### src/rtl/lcd_write_arbiter_pkg.sv
// Shared definitions for the two-requester HD44780-style 4-bit LCD write arbiter.
//   lcd_state_t      : transfer FSM state encoding
//   DEF_*_CYC        : default timing constants (50 MHz clock)
//   cnt_width()      : phase counter width (never below 17 bits)
//   max_cyc()        : largest of the timing parameters
//   needs_long_wait(): clear/home command detection
package lcd_write_arbiter_pkg;

  typedef enum logic [2:0] {
    IDLE,
    SETUP_HI,
    PULSE_HI,
    HOLD_HI,
    SETUP_LO,
    PULSE_LO,
    HOLD_LO,
    WAIT
  } lcd_state_t;

  localparam int unsigned DEF_SETUP_CYC     = 3;
  localparam int unsigned DEF_PULSE_CYC     = 13;
  localparam int unsigned DEF_HOLD_CYC      = 3;
  localparam int unsigned DEF_CMD_WAIT_CYC  = 2000;
  localparam int unsigned DEF_LONG_WAIT_CYC = 82000;
  localparam int unsigned MIN_CNT_W         = 17;

  function automatic int unsigned max_cyc(input int unsigned a, input int unsigned b,
                                          input int unsigned c, input int unsigned d,
                                          input int unsigned e);
    int unsigned m;
    m = a;
    if (b > m) m = b;
    if (c > m) m = c;
    if (d > m) m = d;
    if (e > m) m = e;
    return m;
  endfunction

  function automatic int unsigned cnt_width(input int unsigned max_count);
    int unsigned w;
    w = $clog2(max_count + 1);
    return (w < MIN_CNT_W) ? MIN_CNT_W : w;
  endfunction

  // Clear display (0x01) and return home (0x02/0x03) need the long settle time.
  function automatic logic needs_long_wait(input logic rs, input logic [7:0] data);
    return (rs == 1'b0) && (data[7:2] == 6'd0) && (data != 8'h00);
  endfunction

endpackage

### src/rtl/lcd_phase_timer.sv
// Phase timer for the LCD write FSM.
//   clk, rst : clock, asynchronous active-high reset
//   load     : restart the phase (counter back to 0)
//   limit    : length of the current phase in cycles (>= 1)
//   done     : high in the last cycle of the phase
module lcd_phase_timer #(
  parameter int unsigned CNT_W = 17
) (
  input  logic             clk,
  input  logic             rst,
  input  logic             load,
  input  logic [CNT_W-1:0] limit,
  output logic             done
);

  logic [CNT_W-1:0] count;

  always_ff @(posedge clk or posedge rst) begin
    if (rst) begin
      count <= '0;
    end else if (load) begin
      count <= '0;
    end else begin
      count <= count + CNT_W'(1);
    end
  end

  assign done = (count == (limit - CNT_W'(1)));

endmodule

### src/rtl/lcd_write_arbiter.sv
// Round-robin arbiter for two byte writers sharing one 4-bit LCD bus.
// Each accepted byte goes out as high nibble then low nibble, each with
// setup / E pulse / hold phases, followed by a settle wait.
//   Clock, Reset              : clock, asynchronous active-high reset
//   iReqNValid/Rs/Data        : requester N offers a byte (Rs 0=cmd, 1=data)
//   oReqNReady                : byte from requester N accepted this cycle
//   oLcdRs, oLcdRw, oLcdE     : LCD control pins (Rw tied low)
//   oLcdData                  : LCD D7..D4
//   oBusy                     : transfer in progress
module lcd_write_arbiter
  import lcd_write_arbiter_pkg::*;
#(
  parameter int unsigned SETUP_CYC     = DEF_SETUP_CYC,
  parameter int unsigned PULSE_CYC     = DEF_PULSE_CYC,
  parameter int unsigned HOLD_CYC      = DEF_HOLD_CYC,
  parameter int unsigned CMD_WAIT_CYC  = DEF_CMD_WAIT_CYC,
  parameter int unsigned LONG_WAIT_CYC = DEF_LONG_WAIT_CYC
) (
  input  logic       Clock,
  input  logic       Reset,
  input  logic       iReq0Valid,
  input  logic       iReq0Rs,
  input  logic [7:0] iReq0Data,
  input  logic       iReq1Valid,
  input  logic       iReq1Rs,
  input  logic [7:0] iReq1Data,
  output logic       oReq0Ready,
  output logic       oReq1Ready,
  output logic       oLcdRs,
  output logic       oLcdRw,
  output logic       oLcdE,
  output logic [3:0] oLcdData,
  output logic       oBusy
);

  localparam int unsigned CNT_W =
    cnt_width(max_cyc(SETUP_CYC, PULSE_CYC, HOLD_CYC, CMD_WAIT_CYC, LONG_WAIT_CYC));

  lcd_state_t       state, state_next;
  logic [7:0]       data_q;
  logic             rs_q;
  logic             prefer1_q;   // 1: requester 1 wins a tie
  logic             grant0, grant1;
  logic             idle;
  logic             accept;
  logic             phase_done;
  logic             phase_load;
  logic [CNT_W-1:0] phase_len;

  // Arbitration
  assign idle   = (state == IDLE) && !Reset;
  assign grant0 = iReq0Valid && (!iReq1Valid || !prefer1_q);
  assign grant1 = iReq1Valid && (!iReq0Valid ||  prefer1_q);

  assign oReq0Ready = idle && grant0;
  assign oReq1Ready = idle && grant1;
  assign accept     = oReq0Ready || oReq1Ready;

  always_ff @(posedge Clock or posedge Reset) begin
    if (Reset) begin
      state     <= IDLE;
      data_q    <= '0;
      rs_q      <= 1'b0;
      prefer1_q <= 1'b0;
    end else begin
      state <= state_next;
      if (accept) begin
        data_q    <= oReq0Ready ? iReq0Data : iReq1Data;
        rs_q      <= oReq0Ready ? iReq0Rs   : iReq1Rs;
        prefer1_q <= oReq0Ready;
      end
    end
  end

  // Phase length for the current state
  always_comb begin
    phase_len = CNT_W'(1);
    unique case (state)
      SETUP_HI, SETUP_LO: phase_len = CNT_W'(SETUP_CYC);
      PULSE_HI, PULSE_LO: phase_len = CNT_W'(PULSE_CYC);
      HOLD_HI,  HOLD_LO:  phase_len = CNT_W'(HOLD_CYC);
      WAIT:               phase_len = needs_long_wait(rs_q, data_q) ?
                                      CNT_W'(LONG_WAIT_CYC) : CNT_W'(CMD_WAIT_CYC);
      default:            phase_len = CNT_W'(1);
    endcase
  end

  // Next state
  always_comb begin
    state_next = state;
    unique case (state)
      IDLE:     if (accept)     state_next = SETUP_HI;
      SETUP_HI: if (phase_done) state_next = PULSE_HI;
      PULSE_HI: if (phase_done) state_next = HOLD_HI;
      HOLD_HI:  if (phase_done) state_next = SETUP_LO;
      SETUP_LO: if (phase_done) state_next = PULSE_LO;
      PULSE_LO: if (phase_done) state_next = HOLD_LO;
      HOLD_LO:  if (phase_done) state_next = WAIT;
      WAIT:     if (phase_done) state_next = IDLE;
      default:                  state_next = IDLE;
    endcase
  end

  // Counter restarts on every state change and stays parked at 0 in IDLE,
  // so the first cycle of each phase always sees count 0.
  assign phase_load = (state_next != state) || (state == IDLE);

  lcd_phase_timer #(
    .CNT_W (CNT_W)
  ) u_phase_timer (
    .clk   (Clock),
    .rst   (Reset),
    .load  (phase_load),
    .limit (phase_len),
    .done  (phase_done)
  );

  // LCD pins decoded from state so reset drops E without waiting for a clock
  always_comb begin
    oLcdE    = 1'b0;
    oLcdRs   = 1'b0;
    oLcdData = '0;
    oBusy    = 1'b0;
    if (state != IDLE) begin
      oBusy  = 1'b1;
      oLcdRs = rs_q;
      oLcdE  = (state == PULSE_HI) || (state == PULSE_LO);
      if ((state == SETUP_HI) || (state == PULSE_HI) || (state == HOLD_HI)) begin
        oLcdData = data_q[7:4];
      end else begin
        oLcdData = data_q[3:0];
      end
    end
  end

  assign oLcdRw = 1'b0;

endmodule

### config.mk
export PLATFORM = sky130hd
export DESIGN_NAME = lcd_write_arbiter
export DESIGN_NICKNAME = d
export VERILOG_FILES = /design/src/rtl/lcd_write_arbiter_pkg.sv /design/src/rtl/lcd_phase_timer.sv /design/src/rtl/lcd_write_arbiter.sv
export SDC_FILE = /design/constraint.sdc
export NUM_CORES = 1
export LEC_CHECK = 0
export BUFFER_PORTS_ARGS = -buffer_cell sky130_fd_sc_hd__buf_2
export CAP_MARGIN = 10
export CORE_MARGIN = 5
export CORE_UTILIZATION = 45
export DETAILED_ROUTE_END_ITERATION = 16
export GPL_TIMING_DRIVEN = 0
export PLACE_DENSITY_LB_ADDON = 0.08
export SYNTH_ARGS = -nofsm -noshare
export SYNTH_HDL_FRONTEND = slang
export SYNTH_SLANG_ARGS = --single-unit
export TNS_END_PERCENT = 1
### constraint.sdc
create_clock -name Clock -period 2.7 [get_ports Clock]
set_clock_uncertainty 0.15 [all_clocks]
set_input_delay 0.135 -clock Clock [delete_from_list [all_inputs] [get_ports Clock]]
set_output_delay 0.135 -clock Clock [all_outputs]
set_load 0.03 [all_outputs]
[Word-level counts from Yosys, hierarchy flattened]
Index checks and enable logic that the tools add are counted.
W data, S select, Z words.
Operators by class
  add/subtract/negate cells: 2
  divide/modulo/power cells: 0
  equality and inequality tests: 9
  muxes and demuxes: 19
  order comparisons: 0
  reductions and logical operators: 24
  multiply operators: 0
  shift-type cells: 0
  bitwise operators: 1
Operators by type and width (count)
  $pmux W17 S3: 1
  $mux W17: 2
  $mux W3: 8
  $pmux W3 S8: 1
  $add A17 B1 Y17 const B: 1
  $eq A17 B17 Y1: 1
  $sub A17 B1 Y17 const B: 1
  $eq A3 B3 Y1 const B: 4
  $mux W4: 2
  $mux W8: 1
  $reduce_bool A8 Y1: 1
  $logic_and A1 B1 Y1: 7
  $logic_or A1 B1 Y1: 7
  $eq A3 B2 Y1 const B: 2
  $logic_not A6 Y1: 1
  $logic_not A1 Y1: 4
  $mux W1: 4
  $reduce_or A4 Y1: 1
  $eq A3 B1 Y1 const B: 1
  $logic_not A3 Y1: 1
  $ne A3 B3 Y1: 1
  $reduce_bool A3 Y1: 1
  $reduce_or A2 Y1: 1
  $not A1 Y1: 1
Word-level totals
  bits in read-only memories: 0
  memory bits (writable): 0
  bits of input ports: 22
  memories: 0
  latch bits: 0
  register bits after elaboration: 30

[Depth between registers and ports, before layout]
Gate-level depths: netlist of run 1.
  depth after elaboration: 12
  depth in mapped cells: 7
  depth with buffers taken out: 6

[Modules after synthesis]
From an unflattened synthesis of run 1, not the netlist that was laid out.
Unflattened totals
  cells, all modules: 272
  area total of the unflattened synthesis: 2269.7 um^2
Modules (own cells, without submodules)
  lcd_phase_timer: seq. area each 425.4 um^2, cells each 164, times used 1, area each 1410.1 um^2
  lcd_write_arbiter: seq. area each 325.3 um^2, cells each 108, times used 1, area each 859.6 um^2

[Worst setup path before layout of run 1]
Ideal clock, no wire load.
  path type: register -> register
  start: register state[0]
  end: register data_q[1]
  setup slack: 388 ps
  stages on the path, launching flop included: 7
  clock period less this slack: 2312 ps
  data arrival time: 2078 ps
  required time: 2466 ps
  cells stage by stage: dfrtp_1 buf_2 nor4_1 nand2_1 a21oi_1 o22ai_1 o21ai_0
Between the ends
  longest elaborated chain between the ends: 4
RTL lines
  from (decl): line lcd_write_arbiter.sv:39  | lcd_state_t state, state_next;
  from (signal assigned): line lcd_write_arbiter.sv:66  | state <= state_next;
  $logic_not A3 Y1: line lcd_write_arbiter.sv:51  | assign idle = (state == IDLE) && !Reset;
  $logic_and A1 B1 Y1: line lcd_write_arbiter.sv:51
  $logic_and A1 B1 Y1: line lcd_write_arbiter.sv:56  | assign oReq1Ready = idle && grant1;
  named net oReq1Ready: line lcd_write_arbiter.sv:28  | output logic oReq1Ready,
  $logic_or A1 B1 Y1: line lcd_write_arbiter.sv:57  | assign accept = oReq0Ready || oReq1Ready;
  to (signal assigned): line lcd_write_arbiter.sv:68  | data_q <= oReq0Ready ? iReq0Data : iReq1Data;
  to (decl): line lcd_write_arbiter.sv:40  | logic [7:0] data_q;
The timed path passes the listed nets, and every way through them passes these cells.
A chain may end at the register's enable or synchronous reset.

[Worst setup path in the final report of run 1]
  start: register u_phase_timer.count[12]
  end: register u_phase_timer.count[12]
Between the ends
  longest elaborated chain between the ends: 6
RTL lines
  from (decl): line lcd_phase_timer.sv:16  | logic [CNT_W-1:0] count;
  from (signal assigned): line lcd_phase_timer.sv:24  | count <= count + CNT_W'(1);
  $eq A17 B17 Y1: line lcd_phase_timer.sv:28  | assign done = (count == (limit - CNT_W'(1)));
  $mux W3 (tied with other cells): line lcd_write_arbiter.sv:99  | WAIT: if (phase_done) state_next = IDLE;
  $pmux W3 S8: line lcd_write_arbiter.sv:91  | unique case (state)
  $ne A3 B3 Y1: line lcd_write_arbiter.sv:106  | assign phase_load = (state_next != state) || (state == IDLE);
  $logic_or A1 B1 Y1: line lcd_write_arbiter.sv:106
  $mux W17 *: line lcd_phase_timer.sv:21  | end else if (load) begin
Every way passes the cells marked *; elsewhere a longest branch is shown, timed or not.

==> results.txt, run 1 <==
The flow ran to the end, and the final reports show no timing, DRC or antenna violations. For the finished layout, the period the worst path requires is 2508 ps. Measured along the x axis, the die boundary spans 72.15 um.

STA classifies the critical path startpoint as a flip-flop. The initialized floorplan defines 22 standard-cell rows. The synthesized netlist devotes 16.70% of its cell area to compound gates. The count of input and output buffers was 30. Walking the worst path, the cells encountered are or4_4 -> nor3_4 -> nand4_2 -> o41ai_4 -> buf_4 -> nor2_1. The dominant register cell in the synthesized netlist is sky130_fd_sc_hd__dfrtp_1. The tool flagged a number of max-cap violations equal to 0. Mux share of post-synthesis cell area: 1.152%. Setup repair after global routing left no endpoint under its margin. The average detailed-routed wire length per instance works out to 14.00 um. For the worst-skew pair, the clock arrives at the later sink with an insertion delay of 280 ps.

The path depth of the worst reg2reg path came out at 6. The number of global-route vias before repair is 1,558. For the pin with the worst max-slew slack, the measured transition is 640.6 ps. Setup slack closes at 192.3 ps. The filler cells instantiated in the layout total 347. The combinational share of power was 8.8%. The clock-pin slew on the worst setup and hold paths is 60 ps, and the sequential power share is 53.0%. The maximum number of pins on one net before global-route repair was 31. The area added between synthesis and finish was 21.17%.

The number of antenna violations at the first check in global routing is 0. Counting the buffers created by CTS gives 5. The post-synthesis average cell area was 9.052 um^2. Number of enable-type register cells in the synthesized netlist: 0. Wires add up to 3.962 mm. The ratio of cells with drive above 1 in the final layout was 22.55%; the number of violations reported at the end of detailed-routing iteration 0 was 50.

Ranked by total cell area, the synthesized netlist is headed by sky130_fd_sc_hd__dfrtp_1 (43%), sky130_fd_sc_hd__nand2_1 (6.0%), sky130_fd_sc_hd__o21ai_0 (4.6%), sky130_fd_sc_hd__nor2_1 (4.5%), sky130_fd_sc_hd__xor2_1 (4.5%). The logs give 215 for the number of nets produced by synthesis and 30 for the number of clock sinks. The routed layout has 1,537 vias. After synthesis, the most frequently instantiated cells are sky130_fd_sc_hd__dfrtp_1 (30), sky130_fd_sc_hd__nand2_1 (28), sky130_fd_sc_hd__nor2_1 (21), sky130_fd_sc_hd__o21ai_0 (16), sky130_fd_sc_hd__xor2_1 (9). Once layout is done, the placed cells without fillers occupy 2106 um^2.

The total of warnings raised by yosys came out at 0. After Yosys synthesis, and, or, nand and nor cells account for 25.63% of the synthesized area. The total DRC errors in the routed layout was 0; the number of endpoints failing setup at the final stage was 0. TritonCTS built the clock tree.

The number of antenna diodes in the final layout is 0. In this run the clock root is driven by a sky130_fd_sc_hd__clkbuf_8. The internal power of the cells totals 0.6708 mW. After global routing the overflow that remains totals 0. The logs give 3689 um^2 for the placeable core region and 0 for the final antenna-violating net count. The number of pins with negative max-slew slack in the final report was 0; the relative max-transition margin was 56.90%. The portion of synthesized cell area occupied by the leading cell type was 43.20%. The worst hold path cell count is 3. Based on the critical path, the design can be clocked at up to 0.3988 GHz. The category of the worst setup path capture point is a flip-flop. In this run the count of I/O pins placed on the die edge is 32. At the end of routability-driven placement, the weighted congestion stood at 0.8465. The tightest min-delay check is of the in -> reg type. The area of the mapped netlist is 1738 um^2, and the mean number of vias per cell is 5.431. The H-tree was split into 2 levels. The largest total area in the synthesized netlist belongs to sky130_fd_sc_hd__dfrtp_1. The worst setup path is of the reg -> reg kind. Power spread over the standard cell area amounts to 416.7 nW/um^2. After synthesis, the largest family of logic cells by area is simple AND/OR/NAND/NOR gates. Dividing the final minimum period by the clock period gives 92.88%.

The largest individual stage delay along the critical path comes from the cell sky130_fd_sc_hd__o41ai_4. In this run the static leakage power is 0.9414 nW. For this design the total switching power over the nets is 0.2067 mW.

For this configuration, the core starts out at a cell density of 47.12%. Portion of the post-synthesis area used by sequential elements: 43.20%. Of all flip-flops after synthesis, the portion carrying an async set or reset was 100.0%.

The tools report the clock tree buffer depth as 2. In the post-synthesis netlist, the cell with the most instances is sky130_fd_sc_hd__dfrtp_1. The clock network power share is 38.1%, and the number of standard cells after synthesis is 192. The flop and latch count out of synthesis came out at 30. Across the VDD grid, the largest voltage drop is 0.3275 mV. Worst endpoint required time: 2720 ps. On the worst path, the slowest cell contributes a delay of 610 ps. The first global-routing pass estimated 6.893 mm of wire. The number of detailed-routing iterations run before antenna repair is 5. For the global-route usage over all layers, the log shows 16.76%. For this run, the post-layout net count is 258. The HPWL after detailed placement is 2.962 mm.

Data on the critical path arrives at its endpoint at 2530 ps. After detailed placement, the total cell area comes to 1948 um^2. Of the total synthesized cell area, the portion taken by XOR and XNOR cells is 8.567%.

In this run switching power makes up 23.55% of total power. Along the worst path, the maximum fanout reaches 10. The critical path depth in cells is 6, and the die area is 5205 um^2. The area share of fa/ha/maj cells after synthesis was 0.7199%. The number of buffer and inverter stages on the critical path came out at 1.

In the final timing run, aggregate negative setup slack is 0 ps. The y dimension of the die is 72.15 um, and the number of distinct library cell variants in the gate-level netlist after synthesis is 46. Cell family with the largest share of critical-path delay: simple AND/OR/NAND/NOR gates.

The worst slack at placement came out at 171.9 ps. The total count of hold-check failures in the final report was 0.
-- flip-flops by register name, summed over array words and instances (netlist names) --
signal	flops
rs_q	1
u_phase_timer.count	17
data_q	8
prefer1_q	1
state	3
-- path summary, 6_finish.rpt --
kind / endpoint / from / slack, ps
setup / recovery: u_phase_timer.count[12] / u_phase_timer.count[12] / 190
hold / removal: data_q[0] / iReq1Data[0] / 7
setup reg to reg: u_phase_timer.count[12] / u_phase_timer.count[12] / 190
hold reg to reg: rs_q / rs_q / 360
max in group asynchronous: u_phase_timer.count[9] / Reset / 1680
min in group asynchronous: state[0] / Reset / 260
-- per-stage QoR --
step	hold slack [ps]	instances	utilization, %	power (mW)
floorplan	75.81	192	-	0.5125
global placement	271.0	270	52.82	0.5388
detailed placement	284.9	270	52.82	0.5414
CTS	2.699	281	55.97	0.8884
global route	23.86	283	57.09	0.9236
finish	6.773	283	57.09	0.8775
-- cell families (layout without fill, tap and decap cells) --
logic type,Yosys count,count (layout)
xor+xnor,17,17
compound gates,42,42
other cells,1,1
buf+inv,13,56
flops,30,30
fa+ha+maj,1,1
simple gates,86,86
mux,2,2
-- power by group through the flow --
stage	logic (mW)	registers, mW	clock network [mW]
floorplan	0.0414	0.471	0
global placement	0.0657	0.473	0
detailed placement	0.0678	0.474	0
CTS	0.0726	0.465	0.351
global route	0.0874	0.466	0.370
finish	0.0776	0.465	0.335
-- area by class of cell --
cell class	count	area, um^2	area share (%)
Multi-Input combinational cell	149	924.6	43.91
Sequential cell	30	750.7	35.65
Timing Repair Buffer	36	227.7	10.81
Clock buffer	7	76.32	3.624
Tap cell	48	60.06	2.852
Buffer	8	47.55	2.258
Inverter	5	18.77	0.8913
-- tightest hold or removal path, delay by kind of cell --
family,cells,cell delay (ps)
compound gates,1,130
buf+inv,1,80
mux,1,50
-- metal layers --
metal	vias up	wire length, um	track usage [%]	part of all wire, %
met5	-	0	0	0
met4	0	26	5.846	0.66
met3	4	235	5.125	5.9
met2	45	1968	28.92	50
met1	719	1731	19.60	44
li1	769	-	-	-
-- cell usage in the layout, fill, tap and decap left out, types with 5 or more instances in the layout --
cell	synthesis	routed
sky130_fd_sc_hd__o22ai_1	7	7
sky130_fd_sc_hd__dfrtp_1	30	30
sky130_fd_sc_hd__inv_1	5	5
sky130_fd_sc_hd__nor2_1	21	21
sky130_fd_sc_hd__buf_2	2	32
sky130_fd_sc_hd__xnor2_1	8	8
sky130_fd_sc_hd__clkbuf_1	3	5
sky130_fd_sc_hd__nand4_1	7	7
sky130_fd_sc_hd__clkbuf_8	0	5
sky130_fd_sc_hd__o21ai_0	16	16
sky130_fd_sc_hd__nand2_1	28	28
sky130_fd_sc_hd__nand3_1	6	6
sky130_fd_sc_hd__xor2_1	9	9
sky130_fd_sc_hd__dlygate4sd3_1	0	5
-- repair_timing --
| item | in CTS | in global routing |
|---|---|---|
| hold endpoints to repair | 4 | 8 |
| hold buffers | 4 | 1 |
| buffers inserted | 0 | 0 |
| setup endpoints to repair | 0 | 1 |
| resized for setup | 0 | 1 |
Power figures use the tool's default switching activity.
==> run 2: changes to the inputs <==
- RECOVER_POWER: unset -> 50
==> results.txt, run 2 (synthesis gave the netlist of run 1 again) <==
The worst endpoint required time was 2720 ps; the number of diodes added for antenna fixing was 0. The measured slew at the worst slew-check pin works out to 1197 ps. The first-pass GRT wire length was 6.893 mm; the number of buffers added for setup after CTS was 0.

Global routing finished with a remaining overflow of 0. The reported max-cap violation count came out at 0. Boundary pin count: 32. The worst setup path is captured at a flip-flop.

After floorplanning, the core was sized to cover 3689 um^2. Timing would allow up to 0.3978 GHz. The die area is 5205 um^2, and the number of global-route vias before repair is 1,558. The number of flip-flops under the largest register name was 17; the clock network power share was 38.5%.

The count of nets left with antenna violations once routing finished came out at 0. The mean number of vias per cell is 5.442, and the count of input and output buffers is 30. Data arrives at the worst endpoint at 2530 ps. Of the total power, registers draw 53.2%. After detailed routing, the average wire length per cell comes to 14.07 um. For the number of pins with negative max-slew slack in the final report, the log shows 0. The run finished with clean final reports. The combinational share of power was 8.3%. The insertion delay of the later-clocked pin in the worst-skew pair came out at 280 ps. Of the total power, the share spent switching nets is 23.84%. The H-tree generated during clock tree synthesis spans 2 levels. Area after detailed placement: 1948 um^2. The area added between synthesis and finish came out at 19.51%. For the final layout net count, the log shows 258. The post-route netlist has 20.43% of its cells at a drive strength greater than 1. Dividing total power by cell area gives a power density of 421.3 nW/um^2. In this run the static leakage power is 0.9150 nW. VDD sags by at most 0.3450 mV.

Routed wire length: 3.981 mm. TritonCTS built the clock tree. STA classifies the critical path startpoint as a flip-flop. The largest registers in the layout are u_phase_timer.count: 17 flops, data_q: 8 flops, state: 3 flops.

Commonest non-fill, non-tap cell in the layout: sky130_fd_sc_hd__dfrtp_1. The internal portion of the total power is 0.6664 mW. Once the floorplan was initialized, standard cells occupied 47.12% of the core. The run gives 0 as the total count of hold-check failures in the final report.

At the end of routability-driven placement, the weighted congestion stood at 0.8465. The sum of negative setup slack is 0 ps. In the routed design, unresolved DRC markers number 0.

Most flop-heavy register: u_phase_timer.count. The slowest stage of the critical path is the sky130_fd_sc_hd__o41ai_4 cell. The clock-pin slew on the worst setup and hold paths works out to 60 ps. Measured against its own limit, the worst slew margin works out to 20.20%. The routed via count was 1,540; the final cell area excluding filler cells was 2077 um^2.

CTS placed an instance of sky130_fd_sc_hd__clkbuf_8 at the clock tree root. The number of clock sinks is 30, and the number of rows created at floorplan is 22. The switching power came out at 0.2086 mW.

The y dimension of the die is 72.15 um, and the die width is 72.15 um. The clock tree buffer depth came out at 2. The number of endpoints failing setup at the final stage was 0; the number of violations reported at the end of detailed-routing iteration 0 was 72. Leaving out fill and tap cells, the most frequent cells in the layout are sky130_fd_sc_hd__dfrtp_1 (30), sky130_fd_sc_hd__buf_2 (28), sky130_fd_sc_hd__nand2_1 (28), sky130_fd_sc_hd__nor2_1 (21), sky130_fd_sc_hd__o21ai_0 (16). The delay of the slowest cell on the worst path is 610 ps. Traced cell by cell, the critical path runs through or4_4 -> nor3_4 -> nand4_2 -> o41ai_4 -> buf_4 -> nor2_1. The type of the worst min-delay path was in -> reg. Number of detailed-routing iterations run before antenna repair: 4. Setup repair after global routing left no endpoint under its margin. The worst path uses 93.11% of the clock period. Of all nets on the critical path, the largest fanout is 10. The logs give 2.962 mm for the HPWL after detailed placement and 31 for the maximum number of pins on one net before global-route repair. The setup path with the least slack is of type reg -> reg.

The number of antenna violations at the first check in global routing was 0. Global routing used 16.76% of the available tracks. Across all hold checks on the routed design, the worst slack comes to 4.445 ps. Minimum clock period after layout: 2514 ps.

TritonCTS created 5 clock buffers.
## run 2: repair_timing
action                                 in CTS  in global routing
gates resized for setup                     0                  1
hold buffers                                4                  1
endpoints found under the hold margin       4                  8
setup endpoints to repair                   0                  1
## run 2: power groups by stage
stage	Sequential [mW]	Clock, mW	Combinational, mW
6_report	0.465	0.337	0.0727
5_1_grt	0.466	0.370	0.0824
4_1_cts	0.465	0.351	0.0726
3_5_place_dp	0.474	0	0.0678
3_3_place_gp	0.473	0	0.0657
2_1_floorplan	0.471	0	0.0414
## run 2: layout make-up
cell class,instances,area [um^2]
flip-flops and latches,30,750.7
clock buffers,7,76.32
fillers,349,1612
repair buffers,36,198.9
well taps,48,60.06
plain buffers,8,47.55
inverters,5,18.77
multi-input cells,149,924.6
## run 2: through the flow
step | total power, mW | cells | util, % | worst slack, ps
floorplan | 0.5125 | 192 | - | 387.7
global placement | 0.5388 | 270 | 52.82 | 207.8
detailed placement | 0.5414 | 270 | 52.82 | 171.9
CTS | 0.8884 | 281 | 55.97 | 155.5
global route | 0.9186 | 283 | 56.31 | 73.86
finish | 0.8750 | 283 | 56.31 | 186.0
## run 2: worst max-delay path: cells and delay by family, from the launching register on
family | cells | cell delay (ps)
flip-flops | 1 | 440
AO/OA/AOI/OAI | 1 | 610
AND/OR/NAND/NOR | 4 | 930
buffers and inverters | 1 | 270
## run 2: path summary, 6_finish.rpt
| path | start | endpoint | slack [ps] | cells past startpoint |
|---|---|---|---|---|
| max | u_phase_timer.count[12] | u_phase_timer.count[12] | 190 | 6 |
| min | iReq1Data[0] | data_q[0] | 4 | 3 |
| max reg2reg | u_phase_timer.count[12] | u_phase_timer.count[12] | 190 | 6 |
| min reg2reg | rs_q | rs_q | 360 | 2 |
| max in group asynchronous | Reset | u_phase_timer.count[9] | 780 | 4 |
| min in group asynchronous | Reset | state[0] | 200 | 3 |
## run 2: per-layer routing
| layer | track usage (%) | wire [um] | up-vias |
|---|---|---|---|
| met1 | 19.60 | 1705 | 724 |
| met5 | 0 | 0 | - |
| met3 | 5.125 | 250 | 8 |
| met4 | 5.846 | 59 | 0 |
| li1 | - | - | 768 |
| met2 | 28.92 | 1966 | 40 |
